==> src/rtl/denormalize_shift.sv <==
// Iterative log-shifter that restores a normalized word to a requested leading-zero count.
// Processes one count bit per cycle, MSB first, behind valid/ready handshakes.
module denormalize_shift #(
  parameter int WIDTH = 32,
  parameter int CW    = $clog2(WIDTH) + 1
) (
  input  logic             i_CLK,
  input  logic             i_RST,
  input  logic             i_VALID,
  output logic             o_READY,
  input  logic [WIDTH-1:0] i_WORD,
  input  logic [CW-1:0]    i_COUNT,
  output logic             o_VALID,
  input  logic             i_READY,
  output logic [WIDTH-1:0] o_WORD,
  output logic             o_ERR
);

  localparam int KW = $clog2(CW);
  localparam logic [CW-1:0] WIDTH_C = CW'(WIDTH);

  typedef enum logic [1:0] {IDLE, SHIFT, DONE} state_t;

  state_t           state, state_next;
  logic [WIDTH-1:0] shift_reg, shift_next;
  logic [CW-1:0]    count_reg;
  logic [KW-1:0]    k;
  logic [CW-1:0]    step_amt;
  logic             count_over;

  always_ff @(posedge i_CLK or posedge i_RST) begin
    if (i_RST) state <= IDLE;
    else       state <= state_next;
  end

  always_comb begin
    state_next = state;
    case (state)
      IDLE:    if (i_VALID)      state_next = SHIFT;
      SHIFT:   if (k == '0)      state_next = DONE;
      DONE:    if (i_READY)      state_next = IDLE;
      default:                   state_next = IDLE;
    endcase
  end

  assign o_READY = (state == IDLE);
  assign o_VALID = (state == DONE);

  // 2^k reaches WIDTH on the top step; an oversized shift naturally yields zero.
  always_comb begin
    step_amt   = CW'(1) << k;
    shift_next = count_reg[k] ? (shift_reg >> step_amt) : shift_reg;
    count_over = (count_reg > WIDTH_C);
  end

  always_ff @(posedge i_CLK or posedge i_RST) begin
    if (i_RST) begin
      shift_reg <= '0;
      count_reg <= '0;
      k         <= '0;
      o_WORD    <= '0;
      o_ERR     <= 1'b0;
    end else begin
      case (state)
        IDLE: begin
          if (i_VALID) begin
            shift_reg <= i_WORD;
            count_reg <= i_COUNT;
            k         <= KW'(CW - 1);
          end
        end
        SHIFT: begin
          shift_reg <= shift_next;
          k         <= k - KW'(1);
          if (k == '0) begin
            o_WORD <= count_over ? '0 : shift_next;
            o_ERR  <= count_over;
          end
        end
        default: ;
      endcase
    end
  end

endmodule

==> config.mk <==
export PLATFORM = sky130hd
export DESIGN_NAME = denormalize_shift
export DESIGN_NICKNAME = d
export VERILOG_FILES = /design/src/rtl/denormalize_shift.sv
export SDC_FILE = /design/constraint.sdc
export NUM_CORES = 1
export LEC_CHECK = 0
export CAP_MARGIN = 40
export CORE_UTILIZATION = 40
export CTS_CLUSTER_DIAMETER = 50
export DETAILED_ROUTE_END_ITERATION = 10
export DONT_BUFFER_PORTS = 1
export SLEW_MARGIN = 20
export SYNTH_ARGS = -nofsm -noshare
export SYNTH_HDL_FRONTEND = slang
export SYNTH_SLANG_ARGS = --single-unit
==> constraint.sdc <==
create_clock -name i_CLK -period 3.5 [get_ports i_CLK]
set_clock_uncertainty 0.15 [all_clocks]
set_input_delay 0.35 -clock i_CLK [delete_from_list [all_inputs] [get_ports i_CLK]]
set_output_delay 0.35 -clock i_CLK [all_outputs]
set_load 0.01 [all_outputs]
* Yosys cells after proc, flatten, opt, wreduce, memory -nomap -nowiden
Index checks and enable logic that the tools add are counted.
** Word-level totals
- Input port bits :: 42
- Bits in registers :: 76
- Output and inout bits :: 35
** Operators by class
- Shifts and indexed selects :: 2
- Add/subtract/negate cells :: 1
- Order comparisons :: 2
- Equal/unequal tests :: 5
- Mux-type cells :: 12
- Reductions and logical operators :: 7
** Operators with widths (number)
- 32-bit 2-to-1 mux :: 3
- 32-bit case mux with 2 select lines :: 1
- 32-bit by 6-bit >> shifter with 32-bit output :: 1
- 6-bit > comparator, second input constant :: 1
- 2-bit 2-to-1 mux :: 3
- 2-bit case mux with 3 select lines :: 1
- 3-bit case mux with 2 select lines :: 1
- 2-bit AND reduction :: 3
- 1-bit by 3-bit << shifter with 6-bit output, first input constant :: 1
- 3-bit by 4-bit < comparator with 1-bit output, second input constant :: 1
- 2-bit != test, second input constant :: 2
- 1-bit binary-select mux with 3-bit select :: 1
- 3-bit zero test :: 1
- 3-bit 2-to-1 mux :: 1
- 3-bit AND reduction :: 1
- 3-bit by 1-bit subtractor with 3-bit output, second input constant :: 1
- 2-bit by 1-bit == test with 1-bit output, second input constant :: 1
- 2-bit == test, second input constant :: 1
- 2-bit zero test :: 1
- 2-bit by 1-bit != test with 1-bit output, second input constant :: 1
- 2-bit nonzero test :: 1
- 1-bit 2-to-1 mux :: 1

* Longest topological paths before layout
Gate-level depths: netlist (run 1).
- Depth in word-level cells :: 4
- Gate-level depth with buffers :: 13
- Depth with buffers taken out :: 8

* Worst setup path before layout (run 1)
OpenSTA, ideal clock, no wires.
- Path type :: register -> register
- Start :: register k[0]
- End :: register shift_reg[6]
- Setup slack :: 0.900 ns
- Setup time :: 0.131 ns
- Clock period less this slack :: 2.600 ns
- Data required time :: 3.219 ns
- Stages on the path, launching flop included :: 11
- Data arrival time :: 2.319 ns
- Buffers on the path :: 3
- Cell sequence :: dfrtp_1 -> buf_2 -> inv_1 -> ha_1 -> buf_6 -> nor2b_1 -> buf_6 -> mux4_2 -> a221o_1 -> a31oi_1 -> o21ai_1
** Between the ends
- Word-level cells in the longest chain between the ends :: 4
- Elaborated cells on any way between the ends :: 6
- Those cells by class :: 2 x shift; 4 x mux
** Ends and longest elaborated chain
- from (decl) :: RTL line 27 : logic [KW-1:0] k;
- from (signal assigned) :: RTL line 69 : k <= KW'(CW - 1);
- from (signal assigned) :: RTL line 74 : k <= k - KW'(1);
- 1-bit by 3-bit << shifter with 6-bit output / 1-bit binary-select mux with 3-bit select (equally long branches) :: RTL line 51, 52
- 32-bit by 6-bit >> shifter with 32-bit output / 1-bit 2-to-1 mux (equally long branches) :: RTL line 52 : shift_next = count_reg[k] ? (shift_reg >> step_amt) : shift_reg;
- 32-bit 2-to-1 mux (*) :: RTL line 52
- 32-bit case mux with 2 select lines (*) :: RTL line 64 : case (state)
- to (signal assigned) :: RTL line 67 : shift_reg <= i_WORD;
- to (signal assigned) :: RTL line 73 : shift_reg <= shift_next;
- to (decl) :: RTL line 25 : logic [WIDTH-1:0] shift_reg, shift_next;
Mark *: on every way between the ends. The rest lies on a longest branch, timed or not. The select of a mux whose other input is x is not followed.
A chain may end at the register's enable or synchronous reset.

* Worst setup path in the final report (run 1)
- Start :: register k[1]
- End :: register shift_reg[4]
Same word-level chain as after synthesis.

==> results.yml, run 1 <==
route:
  viasPerCell: 6.691
  final_antenna_net_count: 0
  totalWireLength_um: 21370
  routedWlPerCell_um: 25.29
  drt_pre_antenna_iters: 5
  detailroute.via_count: 5654
  detailedRoute.firstIterationViolations: 641
  drt_drc: 0
floorplan:
  placement_rows: 42
  dieWidth_um: 120.6
  floorplan.die.height_um: 120.6
  floorplan.initialDensity: 0.4166
  die-area_um2: 14540
  num_io_pins: 77
  core_area_um2: 13510
setup_path:
  setup.worst_path.start_class: "register"
  worst-endpoint-arrival_ns: 3.25
  slowest_delay_ns: 0.67
  path_cells: "inv_1 -> ha_1 -> buf_4 -> nor3b_4 -> a221oi_1 -> o211ai_1 -> o21ai_0 -> a31oi_1 -> o21ai_0"
  worst_ep_required_time_ns: 3.58
  endpoint_kind: "register"
  critPathMaxFanout: 16
  worst_path_max_delay_cell: "nor3b_4"
  cp_common_cell: "o21ai_0"
  worst-setup-path-type: "reg2reg"
clock_tree:
  cts_setup_buffers: 0
  clk_latency_ns: 0.36
  tritoncts_clock_tree: "yes"
  cts-root-to-sink-buffers: 2
  clock_transition_at_the_registers_of_the_reported_paths_ns: 0.07
  clock-sinks: 76
  cts_htree_levels: 3
  ctsHoldBuffers: 20
  cts_root_buffer: "clkbuf_16"
  post_cts.resized_instances: 0
  cts_inserted_buffers: 9
synthesis:
  cells_after_synthesis: 657
  syn_avg_cell_area_um2: 8.564
  synth_cell_type_count: 65
  dominantRegCellSynth: "dfrtp_1"
  synth_enable_flop_cells: 0
  syn_area_um2: 5627
  post_synthesis_async_set_or_reset_flop_share: 1.000
  seq_area_frac_synth: 0.3380
  syn-num-nets: 704
  postSynthRegisterBits: 76
  yosys_warnings: 0
layout:
  area_growth_from_synthesis_to_layout_pct: 13.30
  finish.utilization: 0.4720
  finish.instance_area_um2: 6375
  final_layout_size_suffix_gt1_frac: 0.1272
  fill_cells: 1288
  final_nets: 710
sta:
  finalHoldViolations: 0
  min_period_over_period: 0.9050
  report.final.setup_viol: 0
  actual_transition_at_the_worst_max_transition_pin_ns: 0.7967
  slew_viol_final: 0
  accumulated_negative_setup_slack_ns: 0
  setup_repair_after_global_routing_missed_its_margin: "no"
  peak_clock_frequency_supported_by_timing_mhz: 315.7
  final.min_clock_period_ns: 3.167
  worst_slew_margin_rel: 0.4669
pwr:
  vdd_drop_max_mv: 0.5028
  leakagePower_uw: 0.002585
  p_per_area_nw_per_um2: 1159
  p_total_uw: 7389
run_status:
  result_of_the_run: "finished, final reports clean"
global_routing:
  pin_count_of_the_biggest_net_entering_global_routing: 62
  wire_length_of_the_first_global_routing_pass_um: 33320
  global_route.overflow_total: 0
  first_global_vias: 5427
  grt_util_all_layers: 0.3069
  antenna_found_initial: 1
job:
  drv.max_cap_violation_count: 0
place:
  placement.cell_area_um2: 5842
  hpwlAfterDp_um: 15540
  port-buffer-count: 0
  finalWeightedCongestion: 0.9440
worst_hold_path:
  timing.hold.worst.class: "in2reg"
==> logic make-up (layout without fill, tap and decap cells) <==
logic type               after synthesis  in the layout  share of synthesized area
other                                  0              1                          0
buffers and inverters                 83             94                    0.07182
flip-flops                            76             76                     0.3380
AO/OA/AOI/OAI                        261            261                     0.3075
AND/OR/NAND/NOR                      188            188                     0.1654
multiplexers                          44             44                     0.1061
adder cells (fa/ha/maj)                5              5                    0.01112
==> worst max-delay path: cells and delay by family (launching register included) <==
family          cells  cell delay (ns)
compound gates      5             1.04
fa+ha+maj           1             0.24
buf+inv             2             0.49
flops               1             0.43
simple gates        1             0.67
==> synth_stat cells, drive strengths merged, types with 2 or more instances <==
library cell,number,share of area
a21oi,48,0.043
nor2b,17,0.019
nor3,6,0.0062
a22o,9,0.014
mux2i,27,0.048
o211ai,9,0.012
nand2b,9,0.010
a211oi,6,0.0089
clkbuf,24,0.016
buf,41,0.044
a2bb2oi,4,0.0062
a221oi,8,0.014
o21bai,6,0.0080
o21a,3,0.0040
nor4,2,0.0022
o21ai,81,0.072
a31oi,13,0.014
o32ai,3,0.0047
nand2,78,0.052
nand3b,5,0.0067
o2111ai,4,0.0062
a21o,2,0.0027
a221o,2,0.0036
nor2,34,0.023
nand3,16,0.014
a2111oi,3,0.0060
o22ai,3,0.0033
a222oi,7,0.012
mux4,12,0.048
a22oi,38,0.053
mux2,5,0.010
a211o,3,0.0047
and2,4,0.0044
nor3b,10,0.017
o311ai,3,0.0047
dfrtp,76,0.34
ha,5,0.011
inv,18,0.012
==> routing by layer <==
| layer | wire (um) | vias up | part of all wire | track usage |
|---|---|---|---|---|
| met5 | 0 | - | 0 | 0 |
| met4 | 762 | 0 | 0.036 | 0.1404 |
| met3 | 1859 | 54 | 0.087 | 0.06698 |
| met2 | 9867 | 348 | 0.46 | 0.4713 |
| met1 | 8885 | 2765 | 0.42 | 0.4114 |
| li1 | - | 2487 | - | - |
==> placed cells by master, fill, tap and decap left out, drive strengths merged, types with 6 or more instances in the layout <==
master and count:
a222oi 7, a22oi 38, nor3b 10, buf 40, a22o 9, o21bai 6
a221oi 8, nor2 34, nor2b 17, o21ai 81, nor3 6, nand2 78
mux2i 27, clkbuf 10, o211ai 9, mux4 12, dfrtp 76, a21oi 48
a31oi 13, nand2b 9, a211oi 6, nand3 16, inv 19, dlygate4sd3 20
==> report_power, final <==
group / leakage (uW) / internal (uW) / switching [uW]
logic: 0.00148 / 1700 / 2690
clock network: 0.000146 / 578 / 414
registers: 0.000957 / 1290 / 724
==> final timing paths <==
check	endpoint	start	depth (start not counted)	slack, ns
max in group asynchronous	shift_reg[2]	i_RST	3	2.35
hold / removal	shift_reg[6]	i_WORD[6]	2	0.004
setup / recovery	shift_reg[4]	k[1]	9	0.33
min in group asynchronous	o_WORD[29]	i_RST	2	0.17
setup reg to reg	shift_reg[4]	k[1]	9	0.33
hold reg to reg	count_reg[3]	count_reg[3]	2	0.35
==> through the flow <==
step / setup slack, ns / instances / hold WS [ns]
global route: 0.1153 / 845 / 0.01805
finish: 0.3326 / 845 / 0.003664
CTS: 0.4107 / 843 / 0.003473
floorplan: 0.9003 / 657 / 0.3051
detailed placement: 0.4308 / 807 / 0.2429
global placement: 0.4617 / 806 / 0.2264
==> layout make-up <==
type	count	area [um2]	area share
clock buffers	10	239.0	0.03749
well taps	176	220.2	0.03454
multi-input cells	498	3323	0.5213
inverters	18	68.82	0.01079
repair buffers	60	548.0	0.08597
diodes	1	2.502	0.0003925
clock inverters	6	71.32	0.01119
flip-flops and latches	76	1902	0.2983
(Power assumes the default switching activity.)
==> run 2, diff against run 1 <==
--- a/config.mk
+++ b/config.mk
@@ -5,6 +5,7 @@
 export SDC_FILE = /design/constraint.sdc
 export NUM_CORES = 1
 export LEC_CHECK = 0
+export ABC_AREA = 1
 export CAP_MARGIN = 40
 export CORE_UTILIZATION = 40
 export CTS_CLUSTER_DIAMETER = 50
==> results.yml, run 2 <==
setup_path:
  endpoint_kind: "register"
  worst-setup-path-type: "reg2reg"
  crit_family: "simple AND/OR/NAND/NOR gates"
  critPathMaxFanout: 13
  timing.rr.end: "o_WORD[12]"
  worst_ep_required_time_ns: 3.63
  regToRegStartpoint: "k[0]"
  slowest_delay_ns: 0.52
  worst-endpoint-arrival_ns: 3.03
  setup.worst_path.start_class: "register"
  cp.buffers_inverters: 2
  path_cells: "inv_2 -> ha_1 -> inv_1 -> nor2_2 -> nand2_1 -> nand3_1 -> nand3_1 -> a21oi_1 -> nand3_1 -> o21ai_0 -> nand2_1 -> nand2_1"
  worst_path_max_delay_cell: "nor2_2"
  reg2reg_slack_ns: 0.61
  number_of_cells_traversed_by_the_worst_register_to_register_path: 12
worst_hold_path:
  timing.hold.worst.class: "in2reg"
  hp-start: "i_WORD[24]"
  min_to: "shift_reg[24]"
  hold-path-cell-count: 2
floorplan:
  floorplan.die.height_um: 116.1
  floorplan.initialDensity: 0.4110
  die-area_um2: 13480
  num_io_pins: 77
  dieWidth_um: 116.1
  core_area_um2: 12670
  placement_rows: 41
place:
  port-buffer-count: 0
  placement.cell_area_um2: 5360
  hpwlAfterDp_um: 13210
  finalWeightedCongestion: 0.9035
sta:
  holdWs_ns: 0.01814
  accumulated_negative_setup_slack_ns: 0
  setup_repair_after_global_routing_missed_its_margin: "no"
  report.final.setup_viol: 0
  min_period_over_period: 0.8269
  peak_clock_frequency_supported_by_timing_mhz: 345.5
  final.min_clock_period_ns: 2.894
  worst_slew_margin_rel: 0.4940
  slew_viol_final: 0
  actual_transition_at_the_worst_max_transition_pin_ns: 0.7582
  finalHoldViolations: 0
pwr:
  vdd_drop_max_mv: 0.4274
  power_switching_uw: 3749
  power.sequential.fraction: 0.256
  p_int_uw: 3026
  comb_power_share: 0.605
  leakagePower_uw: 0.003062
  switching_share_of_total_power: 0.5534
  clock_power_share: 0.138
  p_per_area_nw_per_um2: 1170
route:
  detailedRoute.firstIterationViolations: 501
  routedWlPerCell_um: 17.72
  viasPerCell: 5.522
  totalWireLength_um: 18030
  detailroute.via_count: 5616
  final_antenna_net_count: 0
  drt_drc: 0
  drt_pre_antenna_iters: 5
synthesis:
  syn_avg_cell_area_um2: 6.214
  cells_after_synthesis: 838
  synthDominantCellAreaShare: 0.3652
  dominantRegCellSynth: "dfrtp_1"
  most_repeated_cell_in_the_gate_level_netlist_after_synthesis: "nand2_1"
  synth_cell_type_count: 26
  seq_area_frac_synth: 0.3652
  synthTopCellsByArea: "dfrtp_1 37%, nand2_1 28%, nand3_1 16%, inv_1 4.4%, o21ai_0 3.6%"
  syn_area_um2: 5207
  synth_enable_flop_cells: 0
  post_synthesis_async_set_or_reset_flop_share: 1.000
  syn-num-nets: 885
  postSynthRegisterBits: 76
  cell_type_contributing_the_most_total_cell_area_after_synthesis: "dfrtp_1"
  synthTopCellsByCount: "388 x nand2_1, 166 x nand3_1, 76 x dfrtp_1"
  yosys_warnings: 0
clock_tree:
  cts_htree_levels: 3
  clock_transition_at_the_registers_of_the_reported_paths_ns: 0.07
  post_cts.resized_instances: 0
  cts_root_buffer: "clkbuf_16"
  cts-root-to-sink-buffers: 2
  clock-sinks: 76
  cts_inserted_buffers: 9
  tritoncts_clock_tree: "yes"
  clk_latency_ns: 0.35
job:
  drv.max_cap_violation_count: 0
layout:
  fill_cells: 1367
  layout_commonest_cell: "nand2_1"
  layout_common_cells: "388 x nand2_1, 166 x nand3_1, 76 x dfrtp_1"
  antenna_cells_inserted: 0
  final_layout_size_suffix_gt1_frac: 0.05680
  multi_input_area_um2: 2855
  register_area_um2: 1902
  area_growth_from_synthesis_to_layout_pct: 11.20
  final_nets: 887
  finish.instance_area_um2: 5791
global_routing:
  first_global_vias: 5240
  antenna_found_initial: 0
  grt_util_all_layers: 0.2849
  wire_length_of_the_first_global_routing_pass_um: 28970
  pin_count_of_the_biggest_net_entering_global_routing: 39
  global_route.overflow_total: 0
run_status:
  result_of_the_run: "finished, final reports clean"
## run 2: worst reg2reg max path, stage by stage, from the launching register on
cell	delay, ns
dfrtp_1	0.48
inv_2	0.15
ha_1	0.21
inv_1	0.06
nor2_2	0.52
nand2_1	0.18
nand3_1	0.15
nand3_1	0.23
a21oi_1	0.22
nand3_1	0.16
o21ai_0	0.16
nand2_1	0.09
nand2_1	0.06
## run 2: worst max-delay path by stage
stage	depth (start not counted)	end	slack (ns)	start
detailed placement	12	o_WORD[12]	0.69	k[0]
finish	12	o_WORD[12]	0.61	k[0]
global route	12	o_WORD[12]	0.33	k[0]
CTS	12	o_WORD[12]	0.67	k[0]
global placement	12	o_WORD[14]	0.68	k[0]
floorplan	1	count_reg[0]	1.06	i_RST
## run 2: through the flow
stage	std cells	power, uW	setup slack (ns)	utilization
3_3_place_gp	987	5757	0.6832	0.4230
3_5_place_dp	987	5763	0.6922	0.4230
5_1_grt	1017	7410	0.3340	0.4570
6_report	1017	6775	0.6058	0.4570
4_1_cts	1017	6739	0.6693	0.4570
2_1_floorplan	838	4570	1.062	-
## run 2: logic make-up (layout without fill, tap and decap cells)
group / count (synthesis) / in the layout / share of synthesized area
and+or+nand+nor: 582 / 582 / 0.4635
buffers and inverters: 108 / 115 / 0.08649
DFF: 76 / 76 / 0.3652
AOI/OAI and AO/OA: 66 / 66 / 0.07112
adders and majority gates: 5 / 5 / 0.01201
xor gates and xnor gates: 1 / 1 / 0.001682
## run 2: layout make-up
class | instances | share of cell area
Clock inverter | 7 | 0.01124
Inverter | 67 | 0.04365
Timing Repair Buffer | 32 | 0.04754
Clock buffer | 9 | 0.03889
Sequential cell | 76 | 0.3284
Tap cell | 172 | 0.03717
Multi-Input combinational cell | 654 | 0.4931
## run 2: per-layer routing
metal | up-vias | track usage | part of all wire
met5 | - | 0 | 0
met4 | 0 | 0.09487 | 0.020
met3 | 27 | 0.04774 | 0.077
met2 | 235 | 0.4127 | 0.44
met1 | 2672 | 0.4278 | 0.47
li1 | 2682 | - | -
## run 2: power by group through the flow
stage | Combinational (uW) | Sequential, uW | Clock (uW)
floorplan | 2960 | 1610 | 0
global placement | 4020 | 1740 | 0
detailed placement | 4030 | 1740 | 0
CTS | 4060 | 1730 | 950
global route | 4640 | 1780 | 984
finish | 4100 | 1740 | 936
## run 2: what timing repair did
item                      in CTS  in global routing
hold buffers                  14                  0
setup buffers                  0                  0
hold endpoints to repair      49                  0
==> run 3, diff against run 2 <==
==> constraint.sdc (replaced) <==
create_clock -name i_CLK -period 3 [get_ports i_CLK]
set_clock_uncertainty 0.15 [all_clocks]
set_input_delay 0.3 -clock i_CLK [delete_from_list [all_inputs] [get_ports i_CLK]]
set_output_delay 0.3 -clock i_CLK [all_outputs]
set_load 0.01 [all_outputs]
==> results.yml, run 3 (synthesis gave the netlist of run 2 again) <==
layout:
  antenna_cells_inserted: 0
  stdcell_count: 1021
  layout_common_cells: "388 x nand2_1, 166 x nand3_1, 76 x dfrtp_1"
  area_growth_from_synthesis_to_layout_pct: 12.35
  layout_commonest_cell: "nand2_1"
  final_nets: 892
  final_layout_size_suffix_gt1_frac: 0.05889
  register_area_um2: 1902
  multi_input_area_um2: 2858
  fill_cells: 1388
floorplan:
  dieWidth_um: 116.1
  core_area_um2: 12670
  num_io_pins: 77
  placement_rows: 41
  floorplan.die.height_um: 116.1
  die-area_um2: 13480
  floorplan.initialDensity: 0.4110
sta:
  actual_transition_at_the_worst_max_transition_pin_ns: 0.7294
  finalHoldViolations: 0
  peak_clock_frequency_supported_by_timing_mhz: 371.0
  final.min_clock_period_ns: 2.696
  report.final.setup_viol: 0
  min_period_over_period: 0.8985
  worst_slew_margin_rel: 0.5132
  slew_viol_final: 0
  accumulated_negative_setup_slack_ns: 0
  setup_repair_after_global_routing_missed_its_margin: "no"
global_routing:
  wire_length_of_the_first_global_routing_pass_um: 28390
  pin_count_of_the_biggest_net_entering_global_routing: 39
  antenna_found_initial: 0
  global_route.overflow_total: 0
  grt_util_all_layers: 0.2813
  first_global_vias: 5197
route:
  drt_pre_antenna_iters: 6
  viasPerCell: 5.448
  final_antenna_net_count: 0
  detailroute.via_count: 5562
  routedWlPerCell_um: 17.41
  drt_drc: 0
  totalWireLength_um: 17770
  detailedRoute.firstIterationViolations: 479
clock_tree:
  clock_transition_at_the_registers_of_the_reported_paths_ns: 0.06
  cts-root-to-sink-buffers: 2
  cts_htree_levels: 3
  clock-sinks: 76
  tritoncts_clock_tree: "yes"
  cts_root_buffer: "clkbuf_16"
  cts_setup_buffers: 0
  cts_inserted_buffers: 9
  clk_latency_ns: 0.35
setup_path:
  timing.rr.end: "shift_reg[12]"
  endpoint_kind: "register"
  worst_ep_required_time_ns: 3.09
  reg2reg_slack_ns: 0.30
  worst-setup-path-type: "reg2reg"
  setup.worst_path.start: "k[0]"
  setup.worst_path.start_class: "register"
  worst-endpoint-arrival_ns: 2.78
  critPathMaxFanout: 13
  regToRegStartpoint: "k[0]"
  number_of_cells_traversed_by_the_worst_register_to_register_path: 12
  setup.worst_path.end: "shift_reg[12]"
pwr:
  leakagePower_uw: 0.003085
  vdd_drop_max_mv: 0.5654
  p_per_area_nw_per_um2: 1353
place:
  hpwlAfterDp_um: 13080
  port-buffer-count: 0
  finalWeightedCongestion: 0.8984
  placedCellCount: 990
worst_hold_path:
  timing.hold.worst.class: "in2reg"
  hp-start: "i_WORD[2]"
run_status:
  result_of_the_run: "finished, final reports clean"
job:
  drv.max_cap_violation_count: 0
-- run 3: critical path: stages (launching register included) --
cell	delay, ns
dfrtp_1	0.49
inv_2	0.11
ha_1	0.24
buf_4	0.20
nand2_1	0.17
inv_1	0.09
nor2_2	0.35
buf_4	0.24
nand3_1	0.10
nand3_1	0.15
o21ai_0	0.16
nand2_1	0.09
nand2_1	0.05
-- run 3: cell type report --
type | instances | share of cell area
Inverter | 67 | 0.04320
Timing Repair Buffer | 37 | 0.05646
Clock buffer | 11 | 0.04149
Tap cell | 172 | 0.03678
Clock inverter | 4 | 0.008554
Multi-Input combinational cell | 654 | 0.4885
Sequential cell | 76 | 0.3251
-- run 3: timing repair --
item	CTS	global route
hold buffers	16	0
endpoints found under the hold margin	49	0
endpoints found under the setup margin	0	7
gates resized for setup	0	1
-- run 3: power by group --
part	leakage (uW)	internal [uW]	total, uW	switching, uW
Combinational	0.00198	1470	4810	3350
Clock	0.000138	660	1090	427
Sequential	0.000964	1520	2020	502
-- run 3: metrics by stage --
stage / setup WS (ns) / total power, uW / util / area, um2 / hold WS (ns)
2_1_floorplan: 0.6117 / 5332 / - / 5207 / 0.2363
3_3_place_gp: 0.1326 / 6746 / 0.4258 / 5395 / 0.1425
3_5_place_dp: 0.1640 / 6730 / 0.4258 / 5395 / 0.1379
4_1_cts: 0.1556 / 7869 / 0.4615 / 5848 / 0.004588
5_1_grt: 0.09214 / 8678 / 0.4617 / 5851 / 0.02904
6_report: 0.3044 / 7918 / 0.4617 / 5851 / 0.01267
-- run 3: worst min-delay path by stage --
stage               depth (start not counted)       endpoint  slack, ns
global route                                4   shift_reg[3]       0.03
CTS                                         4  shift_reg[25]      0.005
global placement                            1      o_WORD[1]       0.14
detailed placement                          1      o_WORD[5]       0.14
floorplan                                   1       state[1]       0.24
finish                                      4   shift_reg[2]       0.01
-- run 3: layer usage --
metal  track usage  vias up  wire length [um]
met4       0.06581        0               205
met2        0.4198      197              7618
met3       0.06902       16              1276
li1              -     2693                 -
met1        0.4086     2656              8671
met5             0        -                 0
